===== src/rtl/stream_pkg.sv =====
// Shared types and defaults for the stream round-robin scheduler and the transmit mux.
// The optional early-release feature is enabled with STREAM_RR_EARLY_RELEASE_EN.
package stream_pkg;

  localparam int NUM_STREAMS_DEF  = 8;
  localparam int DWELL_CYCLES_DEF = 385;

  typedef enum logic {
    IDLE  = 1'b0,
    DWELL = 1'b1
  } state_e;

  // Idle select code: only the MSB of the select word is set.
  function automatic int idle_sel(input int sel_w);
    return 1 << (sel_w - 1);
  endfunction

endpackage


===== src/rtl/stream_rr_scheduler_if.sv =====
// Handshake bundle between the stream-enable register, the scheduler and the transmit mux.
interface stream_rr_scheduler_if
  import stream_pkg::*;
#(
  parameter int NUM_STREAMS = NUM_STREAMS_DEF,
  parameter int SEL_W       = $clog2(NUM_STREAMS) + 1
);

  logic                   bt_state;
  logic [NUM_STREAMS-1:0] open_streams;
  logic                   tx_done;
  logic [SEL_W-1:0]       next_sel;
  logic                   slot_start;
  logic                   busy;

  modport master (
    input  bt_state,
    input  open_streams,
    input  tx_done,
    output next_sel,
    output slot_start,
    output busy
  );

  modport slave (
    output bt_state,
    output open_streams,
    output tx_done,
    input  next_sel,
    input  slot_start,
    input  busy
  );

endinterface


===== src/rtl/rr_next_open.sv =====
// Circular priority finder: first set bit of mask starting at ptr+1, with ptr itself tried last.
module rr_next_open #(
  parameter int N     = 8,
  parameter int IDX_W = $clog2(N)
) (
  input  logic [N-1:0]     mask,
  input  logic [IDX_W-1:0] ptr,
  output logic             found,
  output logic [IDX_W-1:0] idx
);

  always_comb begin : search
    int               cand;
    logic [IDX_W-1:0] cand_idx;
    found    = 1'b0;
    idx      = ptr;
    cand     = 0;
    cand_idx = '0;
    for (int k = 1; k <= N; k++) begin
      cand = int'(ptr) + k;
      if (cand >= N) begin
        cand = cand - N;
      end
      cand_idx = IDX_W'(cand);
      if (!found && mask[cand_idx]) begin
        found = 1'b1;
        idx   = cand_idx;
      end
    end
  end

endmodule


===== src/rtl/stream_rr_scheduler.sv =====
// Round-robin stream scheduler driving the Bluetooth UART transmit mux select.
// Optional macro STREAM_RR_EARLY_RELEASE_EN lets tx_done end a slot early.
//
// state | meaning
// IDLE  | link down or no open stream; next_sel = IDLE_SEL, busy = 0
// DWELL | a stream holds the mux; timer counts cycles of the current slot
module stream_rr_scheduler
  import stream_pkg::*;
#(
  parameter int NUM_STREAMS  = NUM_STREAMS_DEF,
  parameter int SEL_W        = $clog2(NUM_STREAMS) + 1,
  parameter int DWELL_CYCLES = DWELL_CYCLES_DEF,
  parameter int TIMER_W      = 10
) (
  input logic                  clock,
  input logic                  resetn,
  stream_rr_scheduler_if.master sif
);

  localparam int                IDX_W    = SEL_W - 1;
  localparam logic [SEL_W-1:0]  IDLE_SEL = SEL_W'(idle_sel(SEL_W));
  localparam logic [TIMER_W-1:0] LAST_TICK = TIMER_W'(DWELL_CYCLES - 1);

  state_e             state_q;
  logic [IDX_W-1:0]   ptr_q;
  logic [TIMER_W-1:0] timer_q;
  logic [TIMER_W-1:0] timer_d;
  logic [SEL_W-1:0]   next_sel_q;
  logic               slot_start_q;
  logic               busy_q;
  logic               rel_q;

  logic               found;
  logic [IDX_W-1:0]   found_idx;
  logic               rel_set;
  logic               slot_end;

  rr_next_open #(
    .N     (NUM_STREAMS),
    .IDX_W (IDX_W)
  ) u_next_open (
    .mask  (sif.open_streams),
    .ptr   (ptr_q),
    .found (found),
    .idx   (found_idx)
  );

`ifdef STREAM_RR_EARLY_RELEASE_EN
  // tx_done is only honoured once the slot has run at least one cycle.
  assign rel_set = sif.tx_done && (timer_q != '0);
`else
  logic unused_tx_done;
  assign unused_tx_done = sif.tx_done;
  assign rel_set        = 1'b0;
`endif

  assign timer_d  = timer_q + TIMER_W'(1);
  assign slot_end = !sif.open_streams[ptr_q] || (timer_q == LAST_TICK) || rel_q;

  always_ff @(posedge clock) begin
    if (!resetn) begin
      state_q      <= IDLE;
      ptr_q        <= IDX_W'(NUM_STREAMS - 1);
      timer_q      <= '0;
      next_sel_q   <= IDLE_SEL;
      slot_start_q <= 1'b0;
      busy_q       <= 1'b0;
      rel_q        <= 1'b0;
    end else begin
      slot_start_q <= 1'b0;
      rel_q        <= 1'b0;
      if (!sif.bt_state) begin
        // ptr is kept so the rotation resumes fairly after reconnect.
        state_q    <= IDLE;
        timer_q    <= '0;
        next_sel_q <= IDLE_SEL;
        busy_q     <= 1'b0;
      end else begin
        case (state_q)
          IDLE: begin
            timer_q <= '0;
            if (found) begin
              state_q      <= DWELL;
              ptr_q        <= found_idx;
              next_sel_q   <= {1'b0, found_idx};
              slot_start_q <= 1'b1;
              busy_q       <= 1'b1;
            end else begin
              next_sel_q <= IDLE_SEL;
              busy_q     <= 1'b0;
            end
          end
          DWELL: begin
            if (slot_end) begin
              timer_q <= '0;
              if (found) begin
                ptr_q        <= found_idx;
                next_sel_q   <= {1'b0, found_idx};
                slot_start_q <= 1'b1;
                busy_q       <= 1'b1;
              end else begin
                state_q    <= IDLE;
                next_sel_q <= IDLE_SEL;
                busy_q     <= 1'b0;
              end
            end else begin
              timer_q <= timer_d;
              rel_q   <= rel_q | rel_set;
            end
          end
          default: begin
            state_q    <= IDLE;
            timer_q    <= '0;
            next_sel_q <= IDLE_SEL;
            busy_q     <= 1'b0;
          end
        endcase
      end
    end
  end

  assign sif.next_sel   = next_sel_q;
  assign sif.slot_start = slot_start_q;
  assign sif.busy       = busy_q;

endmodule


===== src/flat_wrapper.sv =====
// flat-port wrapper written by rule: the top's interface ports become plain ports
module stream_rr_scheduler_flat import stream_pkg::*;
#(
  parameter int NUM_STREAMS  = NUM_STREAMS_DEF,
  parameter int SEL_W        = $clog2(NUM_STREAMS) + 1,
  parameter int DWELL_CYCLES = DWELL_CYCLES_DEF,
  parameter int TIMER_W      = 10
)
  (clock, resetn, sif_bt_state, sif_open_streams, sif_tx_done, sif_next_sel, sif_slot_start, sif_busy);
  stream_rr_scheduler_if #(.NUM_STREAMS(NUM_STREAMS), .SEL_W(SEL_W)) sif_i ();
  input logic clock;
  input logic resetn;
  input wire logic [$bits(sif_i.bt_state)-1:0] sif_bt_state;
  input wire logic [$bits(sif_i.open_streams)-1:0] sif_open_streams;
  input wire logic [$bits(sif_i.tx_done)-1:0] sif_tx_done;
  output wire logic [$bits(sif_i.next_sel)-1:0] sif_next_sel;
  output wire logic [$bits(sif_i.slot_start)-1:0] sif_slot_start;
  output wire logic [$bits(sif_i.busy)-1:0] sif_busy;
  assign sif_i.bt_state = sif_bt_state;
  assign sif_i.open_streams = sif_open_streams;
  assign sif_i.tx_done = sif_tx_done;
  assign sif_next_sel = sif_i.next_sel;
  assign sif_slot_start = sif_i.slot_start;
  assign sif_busy = sif_i.busy;
  stream_rr_scheduler #(.NUM_STREAMS(NUM_STREAMS), .SEL_W(SEL_W), .DWELL_CYCLES(DWELL_CYCLES), .TIMER_W(TIMER_W)) u_core (.clock(clock), .resetn(resetn), .sif(sif_i));
endmodule

===== config.mk =====
export PLATFORM = sky130hd
export DESIGN_NAME = stream_rr_scheduler_flat
export DESIGN_NICKNAME = d
export VERILOG_FILES = /design/src/rtl/stream_pkg.sv /design/src/rtl/stream_rr_scheduler_if.sv /design/src/rtl/rr_next_open.sv /design/src/rtl/stream_rr_scheduler.sv /design/src/flat_wrapper.sv
export SDC_FILE = /design/constraint.sdc
export NUM_CORES = 1
export LEC_CHECK = 0
export CAP_MARGIN = 20
export CELL_PAD_IN_SITES_DETAIL_PLACEMENT = 0
export CELL_PAD_IN_SITES_GLOBAL_PLACEMENT = 1
export CORE_MARGIN = 2
export CORE_UTILIZATION = 53
export DETAILED_ROUTE_END_ITERATION = 8
export DONT_BUFFER_PORTS = 1
export PLACE_DENSITY_LB_ADDON = 0.1
export SLEW_MARGIN = 40
export SYNTH_ARGS = -nofsm -noshare
export SYNTH_HDL_FRONTEND = slang
export SYNTH_SLANG_ARGS = --single-unit

===== constraint.sdc =====
create_clock -name clock -period 4.55 [get_ports clock]
set_clock_uncertainty 0.2 [all_clocks]
set_input_delay 0.91 -clock clock [delete_from_list [all_inputs] [get_ports clock]]
set_output_delay 0.91 -clock clock [all_outputs]
set_load 0.01 [all_outputs]

Yosys cells after proc, flatten, opt, wreduce, memory -nomap -nowiden. Index checks and enable logic that the tools add are counted.

Output and inout port bits: 6. Input bits: 12. Memories kept: 0. Word-level logic and storage cells: 118. ROM bits: 0. Bits in latches: 0. Flip-flop bits (word level): 20. Memory bits (writable): 0.

Bitwise operators: 1. Multipliers: 0. Reductions and logical operators: 18. Magnitude comparators: 17. Eq/ne operators: 2. Divide/modulo/power cells: 0. $add $sub $neg: 17. Mux-type cells: 57. Shifts and indexed selects: 0.

Operator list (count): $mux W3 (18); $lt A3 B4 Y1 const B (9); $ge A4 B4 Y1 const B (7); $bmux W1 S3 (9); $sub A3 B1 Y3 const B (8); $mux W1 (21); $pmux W10 S2 (1); $add A3 B3 Y4 const B (4); $add A10 B1 Y10 const B (1); $eq A10 B9 Y1 const B (1); $mux W10 (1); $add A3 B2 Y4 const B (2); $logic_not A1 Y1 (8); $mux W4 (2); $pmux W4 S2 (1); $logic_and A1 B1 Y1 (7); $pmux W1 S2 (3); $pmux W3 S2 (1); $add A3 B4 Y5 const B (1); $ge A5 B4 Y1 const B (1); $add A3 B1 Y4 const B (1); $reduce_and A2 Y1 (2); $ne A2 B2 Y1 const B (1); $logic_or A1 B1 Y1 (1); $not A1 Y1 (1).

Logic depth before layout (Yosys ltp).
Depth in word-level cells: 30. Mapped depth: 13. Depth with buffers taken out: 9.

Hierarchy. Synthesis repeated with hierarchy kept, for this count alone.

Cell total of the unflattened synthesis: 184. Area, all modules: 1725.4 um^2.

By module, submodules not included: stream_rr_scheduler (cells each 100, times used 1, seq. area each 400.4 um^2, area an instance 920.9 um^2); rr_next_open (cells each 84, times used 1, seq. area each 0.0 um^2, area an instance 804.5 um^2).

Worst setup path before layout. Ideal clock, no wire load.

Path kind: reg2reg. From: register u_core.ptr_q[0]. To: register u_core.ptr_q[1]. Setup time: 0.120 ns. Data arrival time: 2.600 ns. Data required time: 4.230 ns. Period minus slack after synthesis: 2.921 ns. Slack: 1.629 ns. Stages on the path, launching flop included: 13. Buffers on the path: 3. Cell sequence: dfxtp_1 -> buf_6 -> buf_6 -> inv_1 -> ha_1 -> buf_4 -> mux4_2 -> mux2i_4 -> o21ai_0 -> o211ai_1 -> a311oi_2 -> nor3b_1 -> o21ai_1.

Longest elaborated chain between the ends: 30. Elaborated cells between the ends (all ways): 87. Classes of those cells: 16 x add/sub; 8 x order compare; 1 x eq/ne; 45 x mux; 17 x reduce/logical.

Ends and longest elaborated chain: start: declaration (RTL line stream_rr_scheduler.sv:25) `logic [IDX_W-1:0] ptr_q;`; start signal: assignment (RTL line stream_rr_scheduler.sv:63) `ptr_q <= IDX_W'(NUM_STREAMS - 1);`; start signal: assignment (RTL line stream_rr_scheduler.sv:84) `ptr_q <= found_idx;`; start signal: assignment (RTL line stream_rr_scheduler.sv:97) `ptr_q <= found_idx;`; $add A3 B1 Y4 (RTL line rr_next_open.sv:20) `cand = int'(ptr) + k;`; $ge A4 B4 Y1 or $sub A3 B1 Y3 (tied branches) (RTL line rr_next_open.sv:21, rr_next_open.sv:22); $mux W3 (RTL line rr_next_open.sv:21) `if (cand >= N) begin`; $bmux W1 S3 (RTL line rr_next_open.sv:25) `if (!found && mask[cand_idx]) begin`; $mux W1 (implied by the code) (RTL line rr_next_open.sv:25); $mux W1 (RTL line rr_next_open.sv:25); $logic_not A1 Y1 (RTL line rr_next_open.sv:25); $logic_and A1 B1 Y1 (RTL line rr_next_open.sv:25); (+14 left out); $logic_and A1 B1 Y1 (RTL line rr_next_open.sv:25); $mux W1 (RTL line rr_next_open.sv:25); $logic_not A1 Y1 (RTL line rr_next_open.sv:25); $logic_and A1 B1 Y1 (RTL line rr_next_open.sv:25); $mux W3 or $mux W1 (tied branches) (RTL line rr_next_open.sv:25); $mux W3 (RTL line stream_rr_scheduler.sv:82, stream_rr_scheduler.sv:96); $mux W3 (RTL line stream_rr_scheduler.sv:94) `if (slot_end) begin`; $pmux W3 S2 (RTL line stream_rr_scheduler.sv:79) `case (state_q)`.

Parallel ways exist; a longest one is shown, timed or not. The select of a mux whose other input is x is not followed. A chain may end at the register's enable or synchronous reset.

Worst setup path in the final report.
From: register u_core.ptr_q[0]. To: register u_core.ptr_q[2].

Same word-level chain as after synthesis.

==> metrics <==
status=completed; post-CTS sizing=0; worst hold slack=0.300 ns; DP Worst Slack=1.24 ns; IO Count=18; EDFF count, synth=0; dpl hpwl=2950 microns; Worst Setup SP=u_core.ptr_q[0]; Detail Route Antenna Nets=0; Iter 0 DRT Violations=59; share of cells above drive strength 1=18.6%; Slew headroom=54.5%; total track usage=19.9%; most frequent cells after synthesis=nor2_1 (21), dfxtp_1 (20), nand2_1 (17); Tot Pwr=1300 uW; vias post-DR=1,410; Num CTS Buffers=3; Syn Inst Count=192; synth top area cells=dfxtp_1 (22%), mux4_2 (15%), mux2i_1 (4.5%); Tightest Pin Transition=0.682 ns; Clock Path Buffers=2; hold violation count in the final report=0; Synth Area per Inst=9.36 sq um; leading area contributor after synthesis=dfxtp_1; CP Max Fanout=15; GP Congestion=0.834; maximum VDD drop=0.396 mV; WS Path Type=flip-flop to flip-flop; Final Max Tran Viols=0; Syn Nets=208; total die area=3870 sq um; Area Growth Syn to Fin=0.836%; final setup vio count=0; fraction of registers with async set/reset=0%; Fill cells=299; CP endpoint kind=flip-flop; largest net degree at the start of global routing=16; Seq cells post-synth=20; RSZ-0062 raised after global routing=no; FF-to-FF End=u_core.ptr_q[2]; CP startpoint kind=flip-flop; final WL=3700 microns; CTS tree=done; post-CTS setup buffer count=0; count of yosys warnings during synthesis=0; Clock Latency Late Sink=0.29 ns; mapped cell area=1800 sq um; Placement Cell Area=1790 sq um; maximum clock rate=300 MHz; Die Y=62.2 microns; cts hold-fix bufs=0; IO Port Bufs=0; final instance area=1810 sq um; H-tree depth=1; most numerous cell in the Yosys netlist=nor2_1; vias in the first global route=1,356; CORE AREA=3280 sq um; Setup TNS=0 ns; drt wl/cell=15.8 microns; global-route wire length before repair=6280 microns; CP required=4.57 ns; Critical Path Sink=u_core.ptr_q[2]; GRT Residual Overflow=0; DRT Pass-1 Iters=4; worst r2r src=u_core.ptr_q[0]; worst reg-to-reg path cell count=9; clock-pin slew on the worst setup and hold paths=0.10 ns; Hold WC Path Type=flip-flop to flip-flop; Post-synth top flop=dfxtp_1; Via density=6.03; Final #Nets=206; Starting Density=54.7%; Synth top area share=22.3%; Arr. time, crit path=3.36 ns; Distinct cells, synth=48; clock sink total=20; Die W=62.2 microns; post-synthesis sequential area ratio=22.3%; diode count=0; r2r setup slk=1.22 ns; pwr/cell area=720 nW/um^2; Rows=21; root buffer cell=clkbuf_4; initial antenna violation count=0; min Tclk post-route=3.33 ns; Setup WS post-layout=1.22 ns; DRC Markers=0; max-cap violations=0; Pleak=0.000656 uW; crit share post-route=73.3%
## cells in the final DEF, fill, tap and decap left out, types with 7 or more instances in the layout
| cell | n |
|---|---|
| nand2_1 | 17 |
| mux4_2 | 12 |
| inv_1 | 8 |
| dfxtp_1 | 20 |
| mux2i_1 | 8 |
| xor2_1 | 7 |
| xnor2_1 | 7 |
| nor2_1 | 21 |
| nand2b_1 | 9 |
## final cells by class
type	count	area, sq um	area share [%]
inverters	8	30.0	1.66
flip-flops and latches	20	400	22.1
multi-input cells	155	1290	71.0
clock buffers	3	22.5	1.24
well taps	46	57.6	3.18
repair buffers	2	15.0	0.829
## logic make-up after synthesis
kind of cell / count (synthesis) / synth area share (%)
AND/OR/NAND/NOR: 76 / 22.6
buffers and inverters: 17 / 6.13
multiplexers: 27 / 25.3
flip-flops: 20 / 22.3
AO/OA/AOI/OAI: 33 / 13.2
XOR/XNOR: 15 / 7.73
adder cells (fa/ha/maj): 4 / 2.79
## per-stage QoR
step	std cells	utilization (%)
finish	234	55.2
global route	234	55.2
CTS	234	55.2
detailed placement	231	54.5
global placement	231	54.5
floorplan	192	-
## power by group
group	internal, uW	switching (uW)
registers	200	37.8
logic	452	536
clock network	30.8	48.0
## state kept, by name, summed over array words and instances, names as in the netlist
signal                 count
u_core.timer_q            10
u_core.sif.next_sel        4
u_core.ptr_q               3
u_core.sif.busy            1
u_core.sif.slot_start      1
u_core.state_q             1
## worst max-delay path, stage by stage (launching register included)
cell	delay [ns]
dfxtp_1	0.35
inv_1	0.13
ha_1	0.70
mux4_2	0.69
mux2i_4	0.29
nand4_4	0.17
o21a_1	0.24
a21oi_2	0.22
a21oi_1	0.10
o21ai_1	0.18
## how the worst min path moves through the flow
stage	start	end	cells past startpoint
2_1_floorplan	u_core.timer_q[0]	u_core.timer_q[0]	1
3_3_place_gp	u_core.timer_q[0]	u_core.timer_q[0]	1
3_5_place_dp	u_core.sif.next_sel[0]	u_core.sif.next_sel[0]	2
4_1_cts	u_core.sif.next_sel[0]	u_core.sif.next_sel[0]	2
5_1_grt	u_core.sif.next_sel[0]	u_core.sif.next_sel[0]	2
6_report	u_core.sif.next_sel[1]	u_core.sif.next_sel[1]	2
## routing by layer
metal / track usage, % / part of all wire [%] / up-vias
li1: - / - / 685
met1: 26.6 / 46 / 698
met2: 34.2 / 50 / 27
met3: 3.99 / 3.8 / 0
met4: 2.50 / 0 / 0
met5: 0 / 0 / -
No activity file was read; power rests on OpenSTA's default activity.
